**config.mk**
```make
export PLATFORM = sky130hd
export DESIGN_NAME = fc_arbiter
export DESIGN_NICKNAME = d
export VERILOG_FILES = /design/src/rtl/fc_arb_pkg.sv /design/src/rtl/fc_arb_rr_pick.sv /design/src/rtl/fc_arbiter.sv
export SDC_FILE = /design/constraint.sdc
export NUM_CORES = 1
export LEC_CHECK = 0
export CORE_AREA = 2 2 89 48
export CTS_CLUSTER_SIZE = 40
export DETAILED_ROUTE_END_ITERATION = 8
export DIE_AREA = 0 0 91 50
export MAX_ROUTING_LAYER = met4
export PLACE_DENSITY = 0.83
export SYNTH_ARGS = -nofsm -noshare
export SYNTH_HDL_FRONTEND = slang
export SYNTH_SLANG_ARGS = --single-unit
```
**constraint.sdc**
```tcl
create_clock -name clk -period 3.7 [get_ports clk]
set_input_delay 0.74 -clock clk [delete_from_list [all_inputs] [get_ports clk]]
set_output_delay 0.74 -clock clk [all_outputs]
set_load 0.1 [all_outputs]
```
**src/rtl/fc_arb_pkg.sv**
```systemverilog
// fc_arb_pkg: shared types and constants for the fc engine arbiter.
//   fc_arb_state_t : arbiter FSM states (IDLE, LOAD, DRAIN)
//   TXN_CNT_W      : width of the completed-transaction counter
//   TXN_CNT_MAX    : saturation value of that counter
//   max2()         : constant helper used to size the word counters
package fc_arb_pkg;

  typedef enum logic [1:0] {
    IDLE  = 2'd0,
    LOAD  = 2'd1,
    DRAIN = 2'd2
  } fc_arb_state_t;

  localparam int TXN_CNT_W = 16;
  localparam logic [TXN_CNT_W-1:0] TXN_CNT_MAX = 16'hFFFF;

  function automatic int max2(input int a, input int b);
    return (a > b) ? a : b;
  endfunction

endpackage

```
**src/rtl/fc_arb_rr_pick.sv**
```systemverilog
// fc_arb_rr_pick: purely combinational round-robin selector.
// Returns the first set bit of req at or after rr_ptr, wrapping cyclically.
//   req    (in,  NREQ) : request vector
//   rr_ptr (in,  IDXW) : starting position of the search, always < NREQ
//   any    (out, 1)    : at least one request bit is set
//   idx    (out, IDXW) : index of the selected requester (0 when any=0)
module fc_arb_rr_pick #(
  parameter int NREQ = 2,
  parameter int IDXW = $clog2(NREQ)
) (
  input  logic [NREQ-1:0] req,
  input  logic [IDXW-1:0] rr_ptr,
  output logic            any,
  output logic [IDXW-1:0] idx
);

  // One extra bit so rr_ptr+offset cannot overflow before the wrap.
  logic [IDXW:0] cand_s;

  // Scan offsets 0..NREQ-1 from rr_ptr; the first hit wins.
  always_comb begin
    any    = 1'b0;
    idx    = '0;
    cand_s = '0;
    for (int off = 0; off < NREQ; off++) begin
      cand_s = {1'b0, rr_ptr} + off[IDXW:0];
      if (cand_s >= (IDXW+1)'(NREQ)) begin
        cand_s = cand_s - (IDXW+1)'(NREQ);
      end else begin
        cand_s = cand_s;
      end
      if (!any && req[cand_s[IDXW-1:0]]) begin
        any = 1'b1;
        idx = cand_s[IDXW-1:0];
      end else begin
        any = any;
      end
    end
  end

endmodule

```
**src/rtl/fc_arbiter.sv**
```systemverilog
// fc_arbiter: shares one fc engine between NREQ requesters.
// A requester is granted round-robin, streams N words into the engine
// (LOAD), then receives the M result words back (DRAIN).
// Optional build macro: FC_ARB_STATS_EN enables the saturating
// completed-transaction counter on txn_count; otherwise it reads 0.
// Ports:
//   clk, reset                   : clock, synchronous active-low reset
//   req_valid/req_ready/req_data : per-requester input word streams
//   fc_input_*                   : stream into the fc engine
//   fc_output_*                  : stream out of the fc engine
//   rsp_valid/rsp_ready/rsp_data : result stream to the owning requester
//   grant_id                     : current owner, meaningful while busy=1
//   busy                         : transaction in progress (LOAD or DRAIN)
//   txn_count                    : completed transactions (stats build only)
module fc_arbiter
  import fc_arb_pkg::*;
#(
  parameter int NREQ = 2,
  parameter int N    = 4,
  parameter int M    = 8,
  parameter int T    = 16
) (
  input  logic                     clk,
  input  logic                     reset,
  input  logic [NREQ-1:0]          req_valid,
  output logic [NREQ-1:0]          req_ready,
  input  logic [NREQ*T-1:0]        req_data,
  output logic                     fc_input_valid,
  input  logic                     fc_input_ready,
  output logic [T-1:0]             fc_input_data,
  input  logic                     fc_output_valid,
  output logic                     fc_output_ready,
  input  logic [T-1:0]             fc_output_data,
  output logic [NREQ-1:0]          rsp_valid,
  input  logic [NREQ-1:0]          rsp_ready,
  output logic [T-1:0]             rsp_data,
  output logic [$clog2(NREQ)-1:0]  grant_id,
  output logic                     busy,
  output logic [TXN_CNT_W-1:0]     txn_count
);

  localparam int IDXW = $clog2(NREQ);
  localparam int CW   = $clog2(max2(N, M)) + 1;

  fc_arb_state_t   state_r;
  fc_arb_state_t   state_s;
  logic [IDXW-1:0] grant_r;
  logic [IDXW-1:0] rr_ptr_r;
  logic [CW-1:0]   in_cnt_r;
  logic [CW-1:0]   out_cnt_r;
  logic            pick_any_s;
  logic [IDXW-1:0] pick_idx_s;
  logic            in_fire_s;
  logic            out_fire_s;
  logic            in_last_s;
  logic            out_last_s;
  logic [T-1:0]    req_word_s [NREQ];

  fc_arb_rr_pick #(
    .NREQ (NREQ),
    .IDXW (IDXW)
  ) u_rr_pick (
    .req    (req_valid),
    .rr_ptr (rr_ptr_r),
    .any    (pick_any_s),
    .idx    (pick_idx_s)
  );

  // Unpack the flat requester data bus into per-requester words.
  always_comb begin
    for (int i = 0; i < NREQ; i++) begin
      req_word_s[i] = req_data[i*T +: T];
    end
  end

  // Steer handshakes to/from the owner; everything is quiet outside its phase.
  always_comb begin
    req_ready       = '0;
    fc_input_valid  = 1'b0;
    fc_input_data   = '0;
    fc_output_ready = 1'b0;
    rsp_valid       = '0;
    rsp_data        = '0;
    case (state_r)
      LOAD: begin
        fc_input_valid     = req_valid[grant_r];
        fc_input_data      = req_word_s[grant_r];
        req_ready[grant_r] = fc_input_ready;
      end
      DRAIN: begin
        rsp_valid[grant_r] = fc_output_valid;
        rsp_data           = fc_output_data;
        fc_output_ready    = rsp_ready[grant_r];
      end
      default: begin
        req_ready = '0;
      end
    endcase
  end

  assign in_fire_s  = fc_input_valid & fc_input_ready;
  assign out_fire_s = fc_output_valid & fc_output_ready;
  assign in_last_s  = (in_cnt_r == CW'(N - 1));
  assign out_last_s = (out_cnt_r == CW'(M - 1));

  // Next-state logic: grant, N words in, M words out, back to IDLE.
  always_comb begin
    state_s = state_r;
    case (state_r)
      IDLE: begin
        if (pick_any_s) state_s = LOAD;
        else            state_s = IDLE;
      end
      LOAD: begin
        if (in_fire_s && in_last_s) state_s = DRAIN;
        else                        state_s = LOAD;
      end
      DRAIN: begin
        if (out_fire_s && out_last_s) state_s = IDLE;
        else                          state_s = DRAIN;
      end
      default: begin
        state_s = IDLE;
      end
    endcase
  end

  // State, grant, round-robin pointer and word counters.
  always_ff @(posedge clk) begin
    if (!reset) begin
      state_r   <= IDLE;
      grant_r   <= '0;
      rr_ptr_r  <= '0;
      in_cnt_r  <= '0;
      out_cnt_r <= '0;
    end else begin
      state_r <= state_s;
      case (state_r)
        IDLE: begin
          in_cnt_r  <= '0;
          out_cnt_r <= '0;
          if (pick_any_s) grant_r <= pick_idx_s;
        end
        LOAD: begin
          if (in_fire_s) in_cnt_r <= in_cnt_r + CW'(1);
        end
        DRAIN: begin
          if (out_fire_s) begin
            if (out_last_s) begin
              // Counters clear on the way into IDLE; next search starts after g.
              in_cnt_r  <= '0;
              out_cnt_r <= '0;
              rr_ptr_r  <= (grant_r == IDXW'(NREQ - 1)) ? '0 : grant_r + IDXW'(1);
            end else begin
              out_cnt_r <= out_cnt_r + CW'(1);
            end
          end
        end
        default: begin
          in_cnt_r  <= '0;
          out_cnt_r <= '0;
        end
      endcase
    end
  end

  assign grant_id = grant_r;
  assign busy     = (state_r != IDLE);

`ifdef FC_ARB_STATS_EN
  logic                 txn_done_s;
  logic [TXN_CNT_W-1:0] txn_count_r;

  assign txn_done_s = (state_r == DRAIN) & out_fire_s & out_last_s;

  // Saturating count of completed transactions.
  always_ff @(posedge clk) begin
    if (!reset) begin
      txn_count_r <= '0;
    end else if (txn_done_s && (txn_count_r != TXN_CNT_MAX)) begin
      txn_count_r <= txn_count_r + TXN_CNT_W'(1);
    end else begin
      txn_count_r <= txn_count_r;
    end
  end

  assign txn_count = txn_count_r;
`else
  assign txn_count = '0;
`endif

endmodule
```
==> impl_summary.txt, run 1 <==
----------------------------------------------------
[Placement]
  HPWL reported at the end of detailed placement ... 3.09 mm
  Place WS ... 1100 ps
  Post-Place Cell Area ... 1990 um^2
  DP Cell Count ... 300
  Placer's final routability congestion estimate ... 0.770
  Number of port buffers ... 95

[Worst setup path]
  Peak fanout along the critical path ... 17
  CP arrival ... 1950 ps
  Reg2reg setup slack ... 1530 ps
  Crit path max-delay family ... flip-flops
  WP depth ... 4
  Cell depth of the worst flop-to-flop path ... 4
  Series of cell instances along the critical path ... buf_4 -> mux2i_1 -> nor2_1 -> buf_4
  Type of element capturing the critical path ... output port
  Slowest cell on the critical path ... sky130_fd_sc_hd__dfxtp_1
  Startpoint of the lowest-slack register-to-register path ... grant_id
  Kind of start point of the critical path ... flop
  Required time reported for the critical path endpoint ... 2960 ps
  Critical path launch point ... grant_id
  Critical path start-end classification ... flop to output port
  Destination of the worst register-to-register timing path ... in_cnt_r[3]
  Capturing element of the worst setup path ... fc_input_data[2]
  Longest individual stage delay on the worst path ... 840 ps
  Most numerous cell on the critical path ... sky130_fd_sc_hd__buf_4
  Crit path buf inv count ... 2

[Timing]
  Final min period ... 2690 ps
  Final-report hold violation count ... 0
  Post-layout worst setup margin ... 1010 ps
  Worst slew pin tran ... 800 ps
  Worst Hold Slack ... 485 ps
  Number of setup violations in the final report ... 0
  Worst slew margin ... 46.6%
  Peak clock frequency supported by timing ... 372 MHz
  TNS Setup ... 0 ps
  Clk_skew ... 4.39 ps
  Final cycle utilization of the critical path ... 72.7%
  Number of max-slew violations in the final report ... 0
  Setup repair after global routing missed its margin ... false

[Logic synthesis]
  Number of unique standard cell types used by synthesis ... 36
  Part of the Yosys area used for sequential elements ... 20.7%
  Mapped Area ... 1160 um^2
  Per-instance average area after synthesis ... 7.38 um^2
  Top_reg_cell synth ... sky130_fd_sc_hd__dfxtp_1
  Number of warnings printed during yosys synthesis ... 0
  Seq cells post-synth ... 12
  Asr flop ratio synth ... 0%
  Number of instances in the synthesized netlist ... 157
  EDFF count, synth ... 0

[Route]
  DR WL/cell ... 12.6 um
  Aggregate routed wire length ... 3.84 mm
  Via density ... 4.49
  Length of the first detailed-routing pass in iterations ... 4
  Vias after detailed routing ... 1365
  Number of nets still failing antenna checks after routing ... 0
  First-iteration detailed-routing DRC count ... 75
  Post-route DRC violation count ... 0

[CTS]
  Deepest clock path buffer count ... 2
  CTS root buf ... sky130_fd_sc_hd__clkbuf_8
  Clock input transition at the sequential cells of the worst setup and hold paths ... 60 ps
  Number of buffers inserted to repair setup after CTS ... 0
  Worst skew pair latency ... 240 ps
  Post-CTS resize count ... 0
  Clock tree from TritonCTS ... built
  Max H-tree Level ... 1
  Quantity of hold-fixing buffers added after cts ... 0
  Sink Count ... 12
  Total clock buffers created by CTS ... 3

[Status]
  Outcome ... completed

[Layout]
  Combined area of the multi-input logic cells ... 812 um^2
  Ratio of cells with drive above 1 in the final layout ... 20.0%
  FF/Latch Area ... 240 um^2
  Final-layout fill cell count ... 349
  Synth-to-Final Area Change ... 76.8%
  Net total in the final layout ... 309
  Number of antenna diodes ... 0
  Non-filler cells in the finished layout ... 304
  Cell area after layout ... 2050 um^2
  Most common cell after layout, fill and taps aside ... sky130_fd_sc_hd__clkdlybuf4s50_1
  Commonest cells after routing, fill and taps aside ... sky130_fd_sc_hd__clkdlybuf4s50_1, sky130_fd_sc_hd__buf_4, sky130_fd_sc_hd__nor2_1

[Global routing]
  Global-route wire length before repair ... 5.84 mm
  Met1 track utilization from global routing ... 24.6%
  Vias in the first global route ... 1120
  Largest net degree at the start of global routing ... 25
  Initial antenna violation count ... 0
  Met2 layer usage reported by global route ... 22.3%
  Global-route congestion overflow total ... 0
  Met3 demand-to-capacity share in global routing ... 5.05%
  Global route hottest layer ... met1
  Global Route Usage Sum ... 16.3%

[Power and ir drop]
  Leak ... 0.904 nW
  Pwr Density ... 285 nW/um^2
  Maximum ir drop on the vdd rail ... 0.000145 V

[Worst hold path]
  Path category of the worst min-delay check ... flop to flop

[Die]
  Die Wd ... 91 um
  Full die area ... 4550 um^2
  Floorplan Core Area ... 3760 um^2
  Starting Density ... 30.8%
  Standard-cell row count ... 16
  Top-Level Pins ... 112
  Die boundary height ... 50 um

[Job]
  Maxcap violations ... 0

----------------------------------------------------
## logic make-up (layout without fill, tap and decap cells)
kind of cell	count (synthesis)	after routing	synth area share [%]
fa+ha+maj	2	2	2.16
buf+inv	25	103	14.0
flops	12	12	20.7
compound gates	22	22	11.1
simple gates	75	75	33.7
other cells	1	16	0.324
mux	20	20	17.9
## per-stage QoR
stage / total power, mW / util [%]
floorplan: 0.368 / -
global placement: 0.442 / 53.0
detailed placement: 0.443 / 53.0
CTS: 0.586 / 54.4
global route: 0.605 / 54.4
finish: 0.584 / 54.4
## registers in the layout, summed over array words and instances (netlist names)
name / flops
grant_id: 1
in_cnt_r: 4
out_cnt_r: 4
rr_ptr_r: 1
state_r: 2
## metal layers
metal	share of wire (%)	vias up	wire length (um)
met4	0	0	0
met1	52	629	2010
met3	7.2	0	275
met2	40	43	1550
met5	0	-	0
li1	-	693	-
## cell type report
cell class / count / area share [%]
multi-input combinational: 135 / 39.6
clock buffer: 4 / 2.69
inverter: 2 / 0.367
tap: 54 / 3.30
sequential: 12 / 11.7
timing repair buffer: 97 / 42.3
## worst min-delay path by stage
stage / from / endpoint / depth (start not counted)
3_5_place_dp: rr_ptr_r / rr_ptr_r / 2
4_1_cts: rr_ptr_r / rr_ptr_r / 2
6_report: in_cnt_r[0] / in_cnt_r[0] / 1
5_1_grt: rr_ptr_r / rr_ptr_r / 2
2_1_floorplan: in_cnt_r[0] / in_cnt_r[0] / 1
3_3_place_gp: rr_ptr_r / rr_ptr_r / 2
## worst register-to-register path, cell delays in order, from the launching register on
cell	delay [ps]
sky130_fd_sc_hd__dfxtp_1	840
sky130_fd_sc_hd__mux2_4	400
sky130_fd_sc_hd__a31oi_1	510
sky130_fd_sc_hd__o21ai_0	180
sky130_fd_sc_hd__a21oi_1	180
## Yosys cell counts, drive strengths merged, types with 2 or more instances
cell type | instances | area share, %
ha | 2 | 2.2
nand4 | 2 | 1.1
nor3 | 2 | 0.86
mux2 | 3 | 3.2
a21oi | 8 | 3.5
and3 | 3 | 1.6
o22ai | 2 | 1.1
mux2i | 17 | 15
nand3 | 2 | 0.86
dfxtp | 12 | 21
nand2 | 12 | 4.1
buf | 19 | 12
clkbuf | 4 | 1.3
inv | 2 | 0.65
a31oi | 4 | 2.2
o21ai | 5 | 2.2
nor2 | 24 | 7.8
nand3b | 3 | 1.9
and2 | 17 | 9.2
nand2b | 3 | 1.6
## report_power, final
| part | total, mW | internal [mW] | switching (mW) |
|---|---|---|---|
| combinational | 0.304 | 0.0863 | 0.218 |
| sequential | 0.137 | 0.131 | 0.00596 |
| clock | 0.143 | 0.0940 | 0.0487 |
(Power assumes the default switching activity.)
==> run 2, diff against run 1 <==
Settings changed: CORE_AREA 2 2 89 48 to 2 2 96 52, DIE_AREA 0 0 91 50 to 0 0 98 54, PLACE_DENSITY 0.83 to 0.75.
Clock period 3.7 ns to 2.2 ns, I/O delays scaled along.
==> run 2 against run 1 <==
Effect of this change:
- cell count rose by 2.6%
- global-route usage fell by 2.2 points
- first-iteration DRC count fell by 6.7%
- setup slack got worse by 850 ps
- combinational power rose by 100%
- cell area rose by 32%
- largest cell class unchanged
==> impl_summary.txt, run 2 (synthesis gave the netlist of run 1 again) <==
----------------------------------------------------
[CTS]
  CTS root buf ... sky130_fd_sc_hd__clkbuf_8
  Worst skew pair latency ... 240 ps (about the same)
  Post-CTS resize count ... 0 (unchanged)
  Max H-tree Level ... 1 (unchanged)
  Total clock buffers created by CTS ... 3 (unchanged)
  Clock tree from TritonCTS ... built
  Clock input transition at the sequential cells of the worst setup and hold paths ... 60 ps (about the same)
  Sink Count ... 12 (unchanged)
  Quantity of hold-fixing buffers added after cts ... 0 (unchanged)
  Number of buffers inserted to repair setup after CTS ... 0 (unchanged)
  Deepest clock path buffer count ... 2 (unchanged)

[Timing]
  Number of setup violations in the final report ... 0 (unchanged)
  Setup repair after global routing missed its margin ... false
  Final cycle utilization of the critical path ... 92.6%
  Final min period ... 2040 ps
  Final-report hold violation count ... 0 (unchanged)
  TNS Setup ... 0 ps (unchanged)
  Clk_skew ... 4.52 ps (+0.131 ps)
  Peak clock frequency supported by timing ... 491 MHz
  Number of max-slew violations in the final report ... 0 (unchanged)

[Worst setup path]
  Crit path max-delay family ... flip-flops
  Critical path launch point ... grant_id
  Critical path start-end classification ... flop to output port
  Type of element capturing the critical path ... output port
  Peak fanout along the critical path ... 21 (+4)
  Kind of start point of the critical path ... flop
  Series of cell instances along the critical path ... buf_4 -> mux2i_1 -> nor2_4 -> buf_12
  CP arrival ... 1600 ps (-350 ps)
  Crit path buf inv count ... 2 (unchanged)
  Slowest cell on the critical path ... sky130_fd_sc_hd__dfxtp_4
  Longest individual stage delay on the worst path ... 580 ps (-260 ps)
  Startpoint of the lowest-slack register-to-register path ... grant_id
  Required time reported for the critical path endpoint ... 1760 ps (-1200 ps)

[Power and ir drop]
  Design Power ... 1.09 mW (+87%)
  Leak ... 1.05 nW (+16%)
  Pwr Density ... 404 nW/um^2 (+42%)
  Maximum ir drop on the vdd rail ... 0.000228 V (+57%)

[Layout]
  Largest registers ... in_cnt_r (4), out_cnt_r (4), state_r (2)
  Non-filler cells in the finished layout ... 312 (+2.6%)
  Ratio of cells with drive above 1 in the final layout ... 29.8% (+9.8 points)
  Commonest cells after routing, fill and taps aside ... sky130_fd_sc_hd__clkdlybuf4s50_1, sky130_fd_sc_hd__buf_12, sky130_fd_sc_hd__and2_1, sky130_fd_sc_hd__mux2i_1
  Synth-to-Final Area Change ... 134%
  Net total in the final layout ... 311 (+0.65%)
  Final-layout fill cell count ... 388 (+11%)
  Number of antenna diodes ... 0 (unchanged)
  Most common cell after layout, fill and taps aside ... sky130_fd_sc_hd__clkdlybuf4s50_1

[Die]
  Standard-cell row count ... 18 (+2)
  Floorplan Core Area ... 4570 um^2 (+21%)
  Top-Level Pins ... 112 (unchanged)
  Die boundary height ... 54 um (+8.0%)
  Starting Density ... 25.3% (-5.4 points)
  Die Wd ... 98 um (+7.7%)
  Full die area ... 5290 um^2 (+16%)

[Global routing]
  Global-route congestion overflow total ... 0 (unchanged)
  Global Route Usage Sum ... 14.1% (-2.2 points)
  Largest net degree at the start of global routing ... 25 (unchanged)
  Global-route wire length before repair ... 5.80 mm (-0.82%)
  Initial antenna violation count ... 0 (unchanged)
  Vias in the first global route ... 1153 (+2.9%)

[Route]
  Length of the first detailed-routing pass in iterations ... 4 (unchanged)
  Aggregate routed wire length ... 4.00 mm (+4.1%)
  Number of nets still failing antenna checks after routing ... 0 (unchanged)
  Vias after detailed routing ... 1404 (+2.9%)
  DR WL/cell ... 12.8 um (+1.5%)
  Post-route DRC violation count ... 0 (unchanged)
  Via density ... 4.50 (+0.22%)
  First-iteration detailed-routing DRC count ... 70 (-6.7%)

[Status]
  Outcome ... completed

[Worst hold path]
  Worst Min Path Start ... in_cnt_r[0]
  Path category of the worst min-delay check ... flop to flop

[Job]
  Maxcap violations ... 0 (unchanged)

[Placement]
  DP Cell Count ... 308 (+2.7%)
  Placer's final routability congestion estimate ... 0.820 (+6.5%)
  HPWL reported at the end of detailed placement ... 3.31 mm (+7.0%)
  Number of port buffers ... 95 (unchanged)

----------------------------------------------------
-- run 2: cell count changes in the layout (fill, tap and decap cells not counted), sizes merged --
| cell | before | now |
|---|---|---|
| buf | 42 | 44 |
-- run 2: final cells by class --
cell class	count	area (um^2)	area share [%]
sequential	12	244	9.01
multi-input combinational	135	945	34.9
timing repair buffer	99	1380	51.0
inverter	2	7.51	0.277
tap	60	75.1	2.77
clock buffer	4	55.1	2.03
-- run 2: stage by stage --
stage / hold WS (ps) / cell area (um^2) / setup WS, ps / utilization, %
5_1_grt: 505 / 2710 / 85.6 / 59.2
3_5_place_dp: 479 / 2650 / 254 / 58.0
2_1_floorplan: 442 / 1350 / 65.1 / -
6_report: 487 / 2710 / 163 / 59.2
4_1_cts: 492 / 2710 / 144 / 59.2
3_3_place_gp: 467 / 2650 / 258 / 58.0
-- run 2: layer usage --
| layer | up-vias | share of wire, % | global-route usage, % |
|---|---|---|---|
| li1 | 703 | - | - |
| met1 | 642 | 48 | 20.5 |
| met2 | 59 | 45 | 20.9 |
| met3 | 0 | 6.7 | 2.86 |
| met4 | 0 | 0 | 1.16 |
| met5 | - | 0 | - |
-- run 2: worst paths after layout --
path / end / slack, ps / cells after the start
min reg2reg: in_cnt_r[0] / 490 / 1
max reg2reg: out_cnt_r[3] / 530 / 4
min: in_cnt_r[0] / 490 / 1
max: fc_input_data[3] / 160 / 4
-- run 2: where the power goes --
group / leakage (nW) / internal (mW) / switching, mW / total [mW]
Sequential: 0.0980 / 0.220 / 0.0129 / 0.233
Combinational: 0.920 / 0.221 / 0.401 / 0.621
Clock: 0.0288 / 0.158 / 0.0815 / 0.240
